## src/rtl/regfile_scoreboard.sv

```systemverilog
// Multi-port integer register file with a per-register scoreboard.
// Reads are combinational with writeback bypass; busy/owner track the
// pending writer of each register so issue logic can spot RAW hazards.
module regfile_scoreboard #(
    parameter int XLEN = 32,
    parameter int NREG = 32,
    parameter int NRD  = 4,
    parameter int NWR  = 2,
    parameter int NISS = 2,
    parameter int TAGW = 4,
    localparam int AW  = $clog2(NREG)
) (
    input  logic                 clk_i,
    input  logic                 rst_i,
    input  logic [NRD*AW-1:0]    rd_addr_i,
    output logic [NRD*XLEN-1:0]  rd_dout_o,
    output logic [NRD-1:0]       rd_busy_o,
    input  logic [NWR-1:0]       wr_en_i,
    input  logic [NWR*AW-1:0]    wr_addr_i,
    input  logic [NWR*XLEN-1:0]  wr_din_i,
    input  logic [NWR*TAGW-1:0]  wr_tag_i,
    input  logic [NISS-1:0]      iss_en_i,
    input  logic [NISS*AW-1:0]   iss_addr_i,
    input  logic [NISS*TAGW-1:0] iss_tag_i,
    input  logic                 flush_i,
    output logic [NREG-1:0]      busy_vec_o
);

    logic [XLEN-1:0] mem_q   [NREG];
    logic [XLEN-1:0] mem_d   [NREG];
    logic [TAGW-1:0] owner_q [NREG];
    logic [TAGW-1:0] owner_d [NREG];
    logic [NREG-1:0] busy_q;
    logic [NREG-1:0] busy_d;

    // Read ports: youngest matching writeback bypasses storage; a matching
    // writeback tag hides the busy bit that is about to be cleared.
    always_comb begin
        logic [AW-1:0]   ra;
        logic [XLEN-1:0] rdata;
        logic            clr;
        // NOTE: every combinational output gets a default first so no path leaves it unassigned (no latch).
        rd_dout_o = '0;
        rd_busy_o = '0;
        ra        = '0;
        rdata     = '0;
        clr       = 1'b0;
        for (int i = 0; i < NRD; i++) begin
            ra    = rd_addr_i[i*AW +: AW];
            rdata = mem_q[ra];
            clr   = 1'b0;
            for (int j = 0; j < NWR; j++) begin
                if (wr_en_i[j] && wr_addr_i[j*AW +: AW] == ra) begin
                    rdata = wr_din_i[j*XLEN +: XLEN];
                    if (wr_tag_i[j*TAGW +: TAGW] == owner_q[ra]) begin
                        clr = 1'b1;
                    end
                end
            end
            if (ra == '0) begin
                rdata = '0;
            end
            rd_dout_o[i*XLEN +: XLEN] = rdata;
            rd_busy_o[i]              = busy_q[ra] & ~clr & (ra != '0);
        end
    end

    // Next state: data writes always land; flush beats issue, issue beats
    // writeback clear, and higher port indices win within each group.
    always_comb begin
        logic [AW-1:0] wa;
        mem_d   = mem_q;
        owner_d = owner_q;
        busy_d  = busy_q;
        wa      = '0;
        for (int j = 0; j < NWR; j++) begin
            wa = wr_addr_i[j*AW +: AW];
            if (wr_en_i[j] && wa != '0) begin
                mem_d[wa] = wr_din_i[j*XLEN +: XLEN];
            end
        end
        if (flush_i) begin
            busy_d = '0;
        end else begin
            // Clears compare against the owner held before this edge.
            for (int j = 0; j < NWR; j++) begin
                wa = wr_addr_i[j*AW +: AW];
                if (wr_en_i[j] && wr_tag_i[j*TAGW +: TAGW] == owner_q[wa]) begin
                    busy_d[wa] = 1'b0;
                end
            end
            // Issues run last so they override a same-cycle clear.
            for (int k = 0; k < NISS; k++) begin
                wa = iss_addr_i[k*AW +: AW];
                if (iss_en_i[k] && wa != '0) begin
                    busy_d[wa]  = 1'b1;
                    owner_d[wa] = iss_tag_i[k*TAGW +: TAGW];
                end
            end
        end
        busy_d[0] = 1'b0;
    end

    // State registers with synchronous reset.
    always_ff @(posedge clk_i) begin
        if (rst_i) begin
            // NOTE: storage is reset on purpose: reads must return 0 after reset, not stale contents.
            for (int n = 0; n < NREG; n++) begin
                mem_q[n]   <= '0;
                owner_q[n] <= '0;
            end
            busy_q <= '0;
        end else begin
            // NOTE: non-blocking assignments so every register updates from pre-edge values.
            mem_q   <= mem_d;
            owner_q <= owner_d;
            busy_q  <= busy_d;
        end
    end

    assign busy_vec_o = {busy_q[NREG-1:1], 1'b0};

endmodule

```

## config.mk

```make
export PLATFORM = sky130hd
export DESIGN_NAME = regfile_scoreboard
export DESIGN_NICKNAME = d
export VERILOG_FILES = /design/src/rtl/regfile_scoreboard.sv
export SDC_FILE = /design/constraint.sdc
export NUM_CORES = 2
export LEC_CHECK = 0
export CAP_MARGIN = 0
export CORE_MARGIN = 2
export CORE_UTILIZATION = 43
export CTS_CLUSTER_SIZE = 12
export DETAILED_ROUTE_END_ITERATION = 10
export SLEW_MARGIN = 5
export SYNTH_ARGS = -nofsm -noshare
export SYNTH_HDL_FRONTEND = slang
export SYNTH_SLANG_ARGS = --single-unit
```

## constraint.sdc

```tcl
create_clock -name clk_i -period 3.5 [get_ports clk_i]
set_clock_uncertainty 0.1 [all_clocks]
set_input_delay 0.7 -clock clk_i [delete_from_list [all_inputs] [get_ports clk_i]]
set_output_delay 0.7 -clock clk_i [all_outputs]
set_load 0.05 [all_outputs]
```

# == After elaboration in Yosys (flattened, before gate mapping) ==
# Index checks and enable logic that the tools add are counted.
# op_classes
magnitude_cmp,24
eq_ne,18
n_mux,98
bitwise,26
reduce_logical,35
# op_table
op,n
bitwise mux 1024 bit,2
2-to-1 mux 1024 bit,2
2-to-1 mux 32 bit,29
binary-select mux 32 bit (select 5 bit),4
2-to-1 mux 128 bit,3
demux 32 bit (select 5 bit),2
bitwise mux 128 bit,2
binary-select mux 4 bit (select 5 bit),6
AND 32 bit,2
inverter 32 bit,2
OR 32 bit,2
2-to-1 mux 4 bit,14
>= comparator 6 bit (second input constant),8
< comparator 5 x 6 -> 1 bit (second input constant),8
inverter 5 -> 6 bit,8
demux 4 bit (select 5 bit),2
== test 4 bit,10
== test 5 bit,8
nonzero test 5 bit,8
< comparator 6 x 1 -> 1 bit (second input constant),4
2-to-1 mux 1 bit,24
logical AND 1 bit,22
binary-select mux 1 bit (select 5 bit),4
demux 1 bit (select 5 bit),4
5 further kinds,21
# totals
register_bits,1184
input_bits,127
out_inout_bits,164
elab_cells,267

# == Longest topological paths before layout ==
# depth
depth_word,16
depth_mapped,13

# == Worst setup path before layout ==
# Ideal clock, no wire load.
# synth_path
path_type,in2out
start,input port rd_addr_i[10]
end,output port rd_busy_o[2]
arrival_ns,3.106
required_time_ns,2.700
path_slack_ns,-0.406
cell_stages,10
n_path_buf,3
path_cell_list,buf_6 buf_6 buf_2 mux4_2 mux2i_1 mux2i_1 mux2_2 xnor2_1 a41oi_1 o31a_1
# synth_via
elab_chain_len,12
elab_cells_between_ends,20
cone_classes,eq/ne (4); mux (9); bitwise (4); reduce/logical (3)
# synth_rtl
item,line,rtl
start: declaration,15,"input logic [NRD*AW-1:0] rd_addr_i,"
inverter 5 -> 6 bit (implied by the code),55,if (wr_tag_i[j*TAGW +: TAGW] == owner_q[ra]) begin
binary-select mux 4 bit (select 5 bit),55,
2-to-1 mux 4 bit (implied by the code) (2 in series),55,
== test 4 bit,55,
2-to-1 mux 1 bit,55,
2-to-1 mux 1 bit,53,if (wr_en_i[j] && wr_addr_i[j*AW +: AW] == ra) begin
2-to-1 mux 1 bit,55,
2-to-1 mux 1 bit,53,
inverter 1 bit,64,rd_busy_o[i] = busy_q[ra] & ~clr & (ra != '0);
AND 1 bit,64,
AND 1 bit (*),64,
end: declaration,17,"output logic [NRD-1:0] rd_busy_o,"
# Every way passes the cells marked *; elsewhere a longest branch is shown, timed or not. The select of a mux whose other input is x is not followed.

# == Worst setup path after layout ==
# layout_path
start,input port rd_addr_i[15]
end,output port rd_dout_o[105]
# layout_via
elab_chain_len,7
elab_cells_between_ends,12
cone_classes,eq/ne (2); mux (6); bitwise (1); reduce/logical (3)
# layout_rtl
item,line,rtl
inverter 5 -> 6 bit (implied by the code),50,rdata = mem_q[ra];
binary-select mux 32 bit (select 5 bit),50,
2-to-1 mux 32 bit (implied by the code) (2 in series),50,
2-to-1 mux 32 bit (2 in series),53,
2-to-1 mux 32 bit (*),60,if (ra == '0) begin
end: declaration,16,"output logic [NRD*XLEN-1:0] rd_dout_o,"
# Marks and branches as above.

==> results.md <==
- Layout cells sized above 1: 42.8%
- Via/cell ratio: 7.36
- TritonCTS buffer count: 146
- First-pass GRT wire length: 711000 microns
- Worst slew margin: 20.9%
- Critical path buffers and inverters: 7
- Clock tree buffer depth: 3
- Via count: 94300
- Pwr Total: 0.0390 W
- Die Height: 476 microns
- CTS sink count: 1183
- CP Data Arrival Time: 3510 ps
- Nets: 9832
- Drt pass-1 iters: 11
- Syn Area/Cell: 10.8 sq um
- Worst Setup Slack, final: -809 ps
- Top cells by count, synth: 1472 x mux4_2, 1451 x nor2_1, 1225 x mux2i_1
- Hold_sp: rst_i
- Avg WL per Cell: 40.7 microns
- Placement Rows: 173
- Tightest Pin Transition: 1190 ps
- Most common cell in the netlist: mux4_2
- Routed WL: 521000 microns
- Io pins: 291
- Remaining antenna violation count: 0
- Synth area leaders: mux4_2 35%, dfxtp_1 25%, mux2i_1 13%
- CTS Hold Bufs: 0
- Die Area: 226000 sq um
- Worst path cell trace: buf_16 -> buf_16 -> buf_16 -> buf_12 -> buf_16 -> mux4_2 -> mux4_2 -> mux2i_4 -> a211oi_2 -> a21oi_1 -> buf_4 -> nor2_4 -> buf_12
- Placed insts: 12200
- WHS: 153 ps
- Final Non-Filler Cells: 12800
- Hold Fails Final Rpt: 0
- Clock root buffer: clkbuf_16
- Routability Congestion: 1.05
- Status: finished with violations
- Achievable frequency: 232 MHz
- Reg clk slew, reported paths: 50 ps
- Most used DFF post-synth: dfxtp_1
- Leakage: 48.0 nW
- Sequential share of the synthesized area: 24.7%
- Leading area contributor after synthesis: mux4_2
- # setup viols final: 132
- GRT Overall Usage: 44.5%
- Required @ worst endpoint: 2700 ps
- Vias in the first global route: 89000
- Peak supply drop: 0.499 mV
- Port bufs: 289
- Placed wire-length estimate: 348000 microns
- Area after DPL: 114000 sq um
- Largest net degree at the start of global routing: 175
- Ys Warns: 0
- Final worst path period share: 123%
- Final min period: 4310 ps
- CP top delay family: multiplexers
- Mapped Nets: 8990
- Crit path kind: input port to primary output
- Worst min path class: input port to flip-flop
- Worst reg2reg startpoint: owner_q[63]
- Die width: 476 microns
- Max Cap Viol: 0
- Synth Register Bits: 1183
- Power per Cell Area: 306 nW/um^2
- Latest clock arrival within the worst-skew pair: 840 ps
- Initial Util: 43.1%
- Core Box Area: 222000 sq um
- Netlist cell types: 69
- CP max-delay cell: mux4_2
- Synth Instances: 8863
- Area delta synth->final: 33.1%
- Post-synth EDFFs: 0
- CP startpoint: rd_addr_i[15]
- H-tree Lvls: 4
- Unrepaired setup endpoints after global routing: true
- Antenna violations before repair: 21
- Failing checks: DRC, setup timing
- Worst path most repeated cell: buf_16
- Drt drc: 3
- CP peak stage delay: 520 ps
- CTS tree: yes
- Post-synthesis async set-or-reset flop share: 0%
- Worst Setup End Kind: primary output
- Total grt overflow: 0
- Setup crit start kind: input port
- Yosys top cell area share: 34.6%
- Max-slew violations: 0
- Max Fanout on Critical Path: 7
- Post-route cell area: 127000 sq um
- Mapped cell area: 95700 sq um
- DR iter-0 viols: 15200
-- power by group --
group	internal (W)	switching, W
Sequential	0.0137	0.000369
Clock	0.00948	0.00692
Combinational	0.00380	0.00473
Total	0.0270	0.0120
-- path summary, 6_finish.rpt --
kind              depth (start not counted)              to  slack, ps
setup / recovery                         13  rd_dout_o[105]       -810
hold / removal                            2     mem_q[1021]        150
setup reg to reg                         11      busy_q[31]        480
hold reg to reg                           1     mem_q[1007]        410
-- per-layer routing --
| metal | up-vias | part of all wire, % | GRT usage, % |
|---|---|---|---|
| li1 | 36800 | - | - |
| met1 | 47300 | 35 | 57.2 |
| met2 | 8227 | 41 | 61.5 |
| met3 | 1973 | 15 | 16.9 |
| met4 | 16 | 8.9 | 30.5 |
| met5 | - | 0.021 | 0 |
-- through the flow --
stage / setup TNS [ps] / setup WS (ps) / util (%)
floorplan: -5090 / -124 / -
global placement: -113930 / -1460 / 51.3
detailed placement: -114130 / -1450 / 51.3
CTS: -72270 / -744 / 55.9
global route: -77720 / -795 / 57.4
finish: -76400 / -809 / 57.4
-- state kept, by name, indices dropped and copies added, names as in the netlist --
signal and flops:
busy_q 31, mem_q 1024, owner_q 128
-- area by class of cell --
cell class,count,area [sq um]
fill,18000,94400
multi-input combinational,6431,70400
timing repair buffer,1937,24400
sequential,1183,23800
clock buffer,209,4250
tap,2975,3720
clock inverter,57,801
antenna,12,30.0
inverter,6,22.5
-- layout by cell type (no fill, tap or decap), types with 39 or more instances in the layout --
| master | netlist | layout |
|---|---|---|
| mux4_2 | 1472 | 1472 |
| nand3_1 | 149 | 136 |
| clkdlybuf4s50_1 | 0 | 129 |
| clkbuf_16 | 0 | 182 |
| a21oi_1 | 161 | 85 |
| mux2i_1 | 1225 | 1150 |
| nor2_1 | 1451 | 1303 |
| nor2_4 | 1 | 143 |
| buf_12 | 0 | 488 |
| mux2i_4 | 3 | 60 |
| nand2_4 | 0 | 39 |
| o21ai_0 | 78 | 78 |
| buf_6 | 24 | 141 |
| nand2_1 | 184 | 145 |
| buf_8 | 0 | 66 |
| dfxtp_2 | 0 | 112 |
| a21oi_2 | 0 | 69 |
| buf_16 | 0 | 80 |
| a311oi_1 | 77 | 77 |
| o22ai_1 | 80 | 80 |
| dfxtp_1 | 1183 | 1065 |
| a211oi_2 | 0 | 85 |
| a211oi_1 | 1139 | 1023 |
| buf_4 | 32 | 983 |
| nor2b_1 | 55 | 55 |
-- timing repair --
action                                  in CTS  in global routing
endpoints found under the setup margin     132                132
buffers inserted                           119                163
cloned                                      52                 39
resized for setup                          623                423
pin swaps                                   53                 95
-- cells by family after synthesis --
logic type,after synthesis,synth area share (%)
buffers and inverters,1249,5.54
XOR/XNOR,72,0.659
flip-flops,1183,24.7
AND/OR/NAND/NOR,2003,8.82
multiplexers,2712,47.7
other,1,0.00392
AO/OA/AOI/OAI,1643,12.6
Power figures use the tool's default switching activity.
